$ cat src/rtl/ext_feat_hist_store_pkg.sv
// Shared TFE types for the extreme-value history store: default widths,
// pipeline-stage record and the bulk-clear sequencer states.
package ext_feat_hist_store_pkg;

    localparam int DEF_FLOW_IDX_W = 8;
    localparam int DEF_DATA_W     = 8;
    // Stage records carry the index zero-extended to this width (max supported FLOW_IDX_W)
    localparam int STG_IDX_W      = 16;

    typedef struct packed {
        logic                 valid;
        logic [STG_IDX_W-1:0] flow_idx;
    } stage_t;

    typedef enum logic [1:0] {
        CLR_IDLE  = 2'd0,
        CLR_DRAIN = 2'd1,
        CLR_SWEEP = 2'd2
    } clr_state_e;

endpackage

$ cat src/rtl/ext_hist_ram.sv
// Per-flow history storage: data array (not reset) plus async-reset valid bits,
// one synchronous write port and one combinational read port.
module ext_hist_ram #(
    parameter int ADDR_W = 8,
    parameter int DATA_W = 8
) (
    input  logic              clk,
    input  logic              rst_n,
    input  logic              we,
    input  logic [ADDR_W-1:0] waddr,
    input  logic [DATA_W-1:0] wdata,
    input  logic              wvalid,
    input  logic [ADDR_W-1:0] raddr,
    output logic [DATA_W-1:0] rdata,
    output logic              rvalid
);
    localparam int DEPTH = 2 ** ADDR_W;

    logic [DATA_W-1:0] data_r [DEPTH];
    logic [DEPTH-1:0]  valid_r;

    // Data array write; contents are only meaningful where the valid bit is set
    always_ff @(posedge clk) begin
        if (we) begin
            data_r[waddr] <= wdata;
        end
    end

    // Valid bits, cleared by reset so stale data is never presented as history
    always_ff @(posedge clk or negedge rst_n) begin
        if (!rst_n) begin
            valid_r <= '0;
        end else if (we) begin
            valid_r[waddr] <= wvalid;
        end
    end

    assign rdata  = data_r[raddr];
    assign rvalid = valid_r[raddr];

endmodule

$ cat src/rtl/ext_feat_hist_store.sv
// Per-flow extreme-value history store feeding the max/min ALU and writing its result back.
// Optional bulk clear (i_clr_all port and sweep sequencer) is built with EXT_HIST_CLR_ALL_EN.
module ext_feat_hist_store
    import ext_feat_hist_store_pkg::*;
#(
    parameter int FLOW_IDX_W = DEF_FLOW_IDX_W,
    parameter int DATA_W     = DEF_DATA_W
) (
    input  logic                  clk,
    input  logic                  rst_n,
    input  logic                  i_pkt_v,
    output logic                  o_pkt_rdy,
    input  logic [FLOW_IDX_W-1:0] i_flow_idx,
    input  logic                  i_flow_new,
    input  logic [DATA_W-1:0]     i_cur_data,
    output logic [DATA_W-1:0]     o_hist_data,
    output logic                  o_hist_data_v,
    output logic [DATA_W-1:0]     o_cur_data,
    output logic                  o_cur_data_v,
    input  logic [DATA_W-1:0]     i_extreme_data,
    input  logic                  i_extreme_data_v,
`ifdef EXT_HIST_CLR_ALL_EN
    input  logic                  i_clr_all,
`endif
    output logic                  o_wb_err
);

    stage_t                s1_r;
    stage_t                s2_r;
    logic [STG_IDX_W-1:0]  in_idx_s;
    logic                  hazard_s1_s;
    logic                  res_ok_s;
    logic                  fwd_s2_s;
    logic                  clr_block_s;
    logic                  rdy_s;
    logic                  accept_s;
    logic                  we_s;
    logic [FLOW_IDX_W-1:0] waddr_s;
    logic [DATA_W-1:0]     wdata_s;
    logic                  wvalid_s;
    logic [DATA_W-1:0]     rdata_s;
    logic                  rvalid_s;

    assign in_idx_s = STG_IDX_W'(i_flow_idx);

    // A new flow does not read history, so it never needs to wait for S1's write-back
    assign hazard_s1_s = i_pkt_v && s1_r.valid && (s1_r.flow_idx == in_idx_s) && !i_flow_new;
    assign res_ok_s    = s2_r.valid && i_extreme_data_v;
    assign fwd_s2_s    = res_ok_s && (s2_r.flow_idx == in_idx_s);
    assign rdy_s       = !hazard_s1_s && !clr_block_s;
    assign accept_s    = i_pkt_v && rdy_s;
    assign o_pkt_rdy   = rdy_s;

`ifdef EXT_HIST_CLR_ALL_EN
    clr_state_e            clr_state_r;
    logic [FLOW_IDX_W-1:0] sweep_cnt_r;

    // Ready drops in the pulse cycle itself, before the sequencer registers it
    assign clr_block_s = (clr_state_r != CLR_IDLE) || i_clr_all;

    // Bulk-clear sequencer: drain S1/S2, then sweep one entry per cycle
    always_ff @(posedge clk or negedge rst_n) begin
        if (!rst_n) begin
            clr_state_r <= CLR_IDLE;
            sweep_cnt_r <= '0;
        end else begin
            case (clr_state_r)
                CLR_IDLE: begin
                    if (i_clr_all) begin
                        clr_state_r <= CLR_DRAIN;
                    end
                end
                CLR_DRAIN: begin
                    if (!s1_r.valid && !s2_r.valid) begin
                        clr_state_r <= CLR_SWEEP;
                        sweep_cnt_r <= '0;
                    end
                end
                CLR_SWEEP: begin
                    if (sweep_cnt_r == {FLOW_IDX_W{1'b1}}) begin
                        clr_state_r <= CLR_IDLE;
                    end else begin
                        sweep_cnt_r <= sweep_cnt_r + FLOW_IDX_W'(1);
                    end
                end
                default: begin
                    clr_state_r <= CLR_IDLE;
                    sweep_cnt_r <= '0;
                end
            endcase
        end
    end

    // Write port: sweep clears take the port; the pipeline is empty while sweeping
    always_comb begin
        we_s     = 1'b0;
        waddr_s  = '0;
        wdata_s  = '0;
        wvalid_s = 1'b0;
        if (clr_state_r == CLR_SWEEP) begin
            we_s    = 1'b1;
            waddr_s = sweep_cnt_r;
        end else if (res_ok_s) begin
            we_s     = 1'b1;
            waddr_s  = FLOW_IDX_W'(s2_r.flow_idx);
            wdata_s  = i_extreme_data;
            wvalid_s = 1'b1;
        end else begin
            we_s = 1'b0;
        end
    end
`else
    assign clr_block_s = 1'b0;

    // Write port: ALU result lands in the flow entry held in S2
    always_comb begin
        we_s     = 1'b0;
        waddr_s  = '0;
        wdata_s  = '0;
        wvalid_s = 1'b0;
        if (res_ok_s) begin
            we_s     = 1'b1;
            waddr_s  = FLOW_IDX_W'(s2_r.flow_idx);
            wdata_s  = i_extreme_data;
            wvalid_s = 1'b1;
        end else begin
            we_s = 1'b0;
        end
    end
`endif

    ext_hist_ram #(
        .ADDR_W (FLOW_IDX_W),
        .DATA_W (DATA_W)
    ) u_ram (
        .clk    (clk),
        .rst_n  (rst_n),
        .we     (we_s),
        .waddr  (waddr_s),
        .wdata  (wdata_s),
        .wvalid (wvalid_s),
        .raddr  (i_flow_idx),
        .rdata  (rdata_s),
        .rvalid (rvalid_s)
    );

    // Pipeline stage records; a result arriving with S2 empty is not written
    always_ff @(posedge clk or negedge rst_n) begin
        if (!rst_n) begin
            s1_r <= '0;
            s2_r <= '0;
        end else begin
            s1_r.valid    <= accept_s;
            s1_r.flow_idx <= accept_s ? in_idx_s : '0;
            s2_r          <= s1_r;
        end
    end

    // ALU operand registers; the S2 result is forwarded over the not-yet-written entry
    always_ff @(posedge clk or negedge rst_n) begin
        if (!rst_n) begin
            o_cur_data    <= '0;
            o_cur_data_v  <= 1'b0;
            o_hist_data   <= '0;
            o_hist_data_v <= 1'b0;
        end else if (accept_s) begin
            o_cur_data   <= i_cur_data;
            o_cur_data_v <= 1'b1;
            if (i_flow_new) begin
                o_hist_data   <= '0;
                o_hist_data_v <= 1'b0;
            end else if (fwd_s2_s) begin
                o_hist_data   <= i_extreme_data;
                o_hist_data_v <= 1'b1;
            end else begin
                o_hist_data   <= rdata_s;
                o_hist_data_v <= rvalid_s;
            end
        end else begin
            o_cur_data    <= '0;
            o_cur_data_v  <= 1'b0;
            o_hist_data   <= '0;
            o_hist_data_v <= 1'b0;
        end
    end

    // Sticky flag for an ALU result with no packet waiting for it
    always_ff @(posedge clk or negedge rst_n) begin
        if (!rst_n) begin
            o_wb_err <= 1'b0;
        end else if (i_extreme_data_v && !s2_r.valid) begin
            o_wb_err <= 1'b1;
        end else begin
            o_wb_err <= o_wb_err;
        end
    end

endmodule

$ cat config.mk
export PLATFORM = sky130hd
export DESIGN_NAME = ext_feat_hist_store
export DESIGN_NICKNAME = d
export VERILOG_FILES = /design/src/rtl/ext_feat_hist_store_pkg.sv /design/src/rtl/ext_hist_ram.sv /design/src/rtl/ext_feat_hist_store.sv
export SDC_FILE = /design/constraint.sdc
export NUM_CORES = 2
export LEC_CHECK = 0
export ABC_CLOCK_PERIOD_IN_PS = 11100
export CAP_MARGIN = 30
export CORE_MARGIN = 2
export CORE_UTILIZATION = 57
export DETAILED_ROUTE_END_ITERATION = 12
export PLACE_DENSITY = 0.73
export SLEW_MARGIN = 20
export SYNTH_ARGS = -nofsm -noshare
export SYNTH_HDL_FRONTEND = slang
export SYNTH_SLANG_ARGS = --single-unit
$ cat constraint.sdc
create_clock -name clk -period 11.1 [get_ports clk]
set_clock_uncertainty 0.15 [all_clocks]
set_input_delay 2.22 -clock clk [delete_from_list [all_inputs] [get_ports clk]]
set_output_delay 2.22 -clock clk [all_outputs]
set_load 0.02 [all_outputs]
==> flow_summary.json <==
{
  "wire_per_inst_um": 32.2,
  "io_buffer_count": 48,
  "max_slew.worst_pin.slew_ps": 1040,
  "share_clk_of_total_power": 0.430,
  "via_density_per_instance": 6.60,
  "synth_top_family_by_area": "multiplexers",
  "path_type_of_the_worst_min_delay_path": "reg -> reg",
  "gr-usage-all-layers": 0.272,
  "regToRegStartpoint": "s2_r[16]",
  "cts.repair.resized": 0,
  "pwr-share-comb": 0.038,
  "drv.max_cap_violation_count": 0,
  "number_of_enable_type_register_cells_in_the_synthesized_netlist": 2048,
  "report.final.hold_viol_count": 0,
  "std_cell_rows": 146,
  "place.detailed.hpwl_um": 130000,
  "max_clock_freq_mhz": 145,
  "yosys_register_bits": 2340,
  "floorplan.die.height_um": 403,
  "first_global_vias": 45000,
  "place_area_um2": 93800,
  "switchingPower_uw": 3720,
  "nature_of_the_critical_path_endpoint": "output pin",
  "cp-start-kind": "input pin",
  "synth_xor_xnor_area_share": 0.00154,
  "clk_pin_slew_ps": 60,
  "period_minus_slack_ps": 6910,
  "grt_pass1_wl_um": 318000,
  "finalMaxSlewViolations": 0,
  "timing.critical_path.fanout_max": 8,
  "number_of_buffers_created_by_cts": 221,
  "slew_headroom": 0.305,
  "timing.critical_path.arrival_ps": 4540,
  "worst-r2r-setup-slack_ps": 7220,
  "power-per-cell-area_nw_per_um2": 177,
  "compound_gate_portion_of_the_synthesized_area": 0.0213,
  "root_driver": "sky130_fd_sc_hd__clkbuf_16",
  "hold_path_depth": 0,
  "status": "finished clean",
  "totalWireLength_um": 219000,
  "avgSynthCellArea_um2": 20.9,
  "mux_cell_area_share_after_synthesis": 0.167,
  "synth_simple_gate_area_frac": 0.0388,
  "pin_count_of_the_biggest_net_entering_global_routing": 197,
  "setup_repair_after_global_routing_missed_its_margin": "false",
  "ys_warn_count": 0,
  "post-route-cell-area_um2": 102000,
  "cts.htree.levels": 4,
  "cts.sinks": 2340,
  "ant_nets": 0,
  "post_synth_fa_ha_maj_area_fraction": 0,
  "core_area_um2": 158000,
  "hold_path_startpoint": "s1_r[3]",
  "antenna_found_initial": 9,
  "ctsHoldBuffers": 0,
  "floorplan.initialDensity": 0.574,
  "detailroute.via_count": 44900,
  "drt_iter0_markers": 6173,
  "hold_path_end": "s2_r[3]",
  "congestion_overflow_gr": 0,
  "residual_drc": 0,
  "num-nets-final": 4559,
  "syn_to_final_growth_pct": 11.9,
  "clockBufferDepth": 3,
  "post_synth_inst_count": 4346,
  "p_sw_frac": 0.206,
  "drt_pre_antenna_iters": 5,
  "r2r-end": "u_ram.data_r[117][2]",
  "dieArea_um2": 163000,
  "synthDistinctLibCells": 50,
  "vdd.ir_drop.worst_mv": 0.168,
  "worst_skew_pair.late_latency_ps": 850,
  "synth_seq_area_share": 0.757,
  "netlist_area_um2": 90900,
  "post-cts-setup-buffers": 0,
  "pin_count": 49,
  "drive_above_1_share": 0.294,
  "critical_path_class": "in -> out",
  "r2r.worst_path.cells": 4,
  "finalSetupViolCount": 0,
  "die_span_x_um": 403,
  "tritoncts": "yes",
  "min_period_over_period": 0.622,
  "place_congestion": 0.891,
  "post-layout-total-power_uw": 18000,
  "internal-power_uw": 14300,
  "postSynth.asyncResetShare": 0.125,
  "net_count_of_the_mapped_netlist": 4375,
  "yosys_most_used_dff": "sky130_fd_sc_hd__edfxtp_1",
  "static-leakage-power_uw": 0.0388,
  "setup-tns-final_ps": 0,
  "cp_data_required_time_ps": 8730,
  "seqPwrFrac": 0.532
}
==> routing by layer <==
metal	vias up	GRT usage	part of all wire
li1	18100	-	-
met1	23900	0.395	0.39
met2	2511	0.414	0.47
met3	332	0.0709	0.11
met4	8	0.0795	0.028
met5	-	0	0.00021
==> registers in the layout, indices dropped and copies added, names as in the netlist <==
register,count
u_ram.data_r,2048
o_cur_data_v,1
o_cur_data,8
s1_r,8
o_hist_data_v,1
u_ram.valid_r,256
o_wb_err,1
s2_r,9
o_hist_data,8
==> placed cells by master (no fill, tap or decap), types with 30 or more instances in the layout <==
| cell type | instances |
|---|---|
| sky130_fd_sc_hd__clkbuf_1 | 50 |
| sky130_fd_sc_hd__buf_4 | 129 |
| sky130_fd_sc_hd__a22oi_1 | 40 |
| sky130_fd_sc_hd__or2_2 | 257 |
| sky130_fd_sc_hd__mux2_2 | 30 |
| sky130_fd_sc_hd__o221ai_1 | 62 |
| sky130_fd_sc_hd__dfrtp_1 | 292 |
| sky130_fd_sc_hd__edfxtp_1 | 2048 |
| sky130_fd_sc_hd__mux2i_1 | 162 |
| sky130_fd_sc_hd__a21oi_1 | 40 |
| sky130_fd_sc_hd__clkinv_2 | 40 |
| sky130_fd_sc_hd__nor2_1 | 262 |
| sky130_fd_sc_hd__clkdlybuf4s50_1 | 41 |
| sky130_fd_sc_hd__nand2_1 | 65 |
| sky130_fd_sc_hd__mux4_2 | 585 |
| sky130_fd_sc_hd__clkinv_1 | 37 |
| sky130_fd_sc_hd__o22ai_1 | 45 |
| sky130_fd_sc_hd__clkbuf_16 | 230 |
==> cell type report <==
type                            instances  area, um2
Sequential cell                      2340      68800
Fill cell                           10200      56700
Multi-Input combinational cell       1761      20800
Clock buffer                          303       6260
Tap cell                             2072       2590
Timing Repair Buffer                  203       1950
Clock inverter                        117       1270
Inverter                                3       18.8
Antenna cell                            2       5.00
==> critical path: stages <==
cell	delay, ps
sky130_fd_sc_hd__clkdlybuf4s50_1	940
sky130_fd_sc_hd__xnor2_1	190
sky130_fd_sc_hd__nand4_1	190
sky130_fd_sc_hd__or3_1	420
sky130_fd_sc_hd__clkdlybuf4s50_1	570
==> cells by family after synthesis <==
group	Yosys count
flip-flops	2340
multiplexers	777
AND/OR/NAND/NOR	703
AO/OA/AOI/OAI	265
buffers and inverters	245
XOR/XNOR	16
==> metrics by stage <==
step                cells  worst slack [ps]  utilization  hold WS [ps]
finish               6801              4190        0.642           252
global route         6799              4200        0.642           277
CTS                  6760              4300        0.640           258
detailed placement   6340              3950        0.592           237
global placement     6299              3850        0.589           230
floorplan            4346              4300            -           223
==> power groups by stage <==
stage	Clock (uW)	Sequential (uW)	Combinational [uW]
after floorplan	0	9780	429
after global placement	0	9770	665
after detailed placement	0	9770	679
after CTS	7820	9580	681
after global routing	8140	9580	726
final	7750	9590	689
==> how the worst max path moves through the flow <==
stage,from,to,slack (ps),cells past startpoint
6_report,i_flow_idx[7],o_pkt_rdy,4190,5
2_1_floorplan,i_extreme_data_v,u_ram.data_r[0][0],4300,2
4_1_cts,i_flow_idx[7],o_pkt_rdy,4300,5
3_3_place_gp,i_flow_idx[1],o_hist_data[7],3850,10
3_5_place_dp,i_flow_idx[1],o_hist_data[4],3950,10
5_1_grt,i_flow_idx[7],o_pkt_rdy,4200,5
==> cell usage after synthesis (all sizes together), types with 4 or more instances <==
library cell | instances | area share
a211oi | 11 | 0.00091
a21boi | 11 | 0.00091
a21oi | 40 | 0.0022
a221o | 10 | 0.0011
a221oi | 9 | 0.00087
a22o | 4 | 0.00039
a22oi | 40 | 0.0033
and2 | 21 | 0.0014
and3 | 10 | 0.00069
buf | 147 | 0.011
clkbuf | 95 | 0.0039
dfrtp | 292 | 0.080
edfxtp | 2048 | 0.68
mux2 | 30 | 0.0037
mux2i | 162 | 0.018
mux4 | 585 | 0.14
nand2 | 66 | 0.0027
nand3 | 29 | 0.0016
nand3b | 7 | 0.00058
nand4 | 6 | 0.00041
nor2 | 270 | 0.011
nor2b | 14 | 0.00096
nor3 | 10 | 0.00055
nor4 | 4 | 0.00028
o21ai | 12 | 0.00066
o221ai | 62 | 0.0060
o22ai | 45 | 0.0031
o311ai | 7 | 0.00067
o31ai | 5 | 0.00041
or2 | 257 | 0.018
xnor2 | 8 | 0.00077
xor2 | 8 | 0.00077
Power figures use the tool's default switching activity.
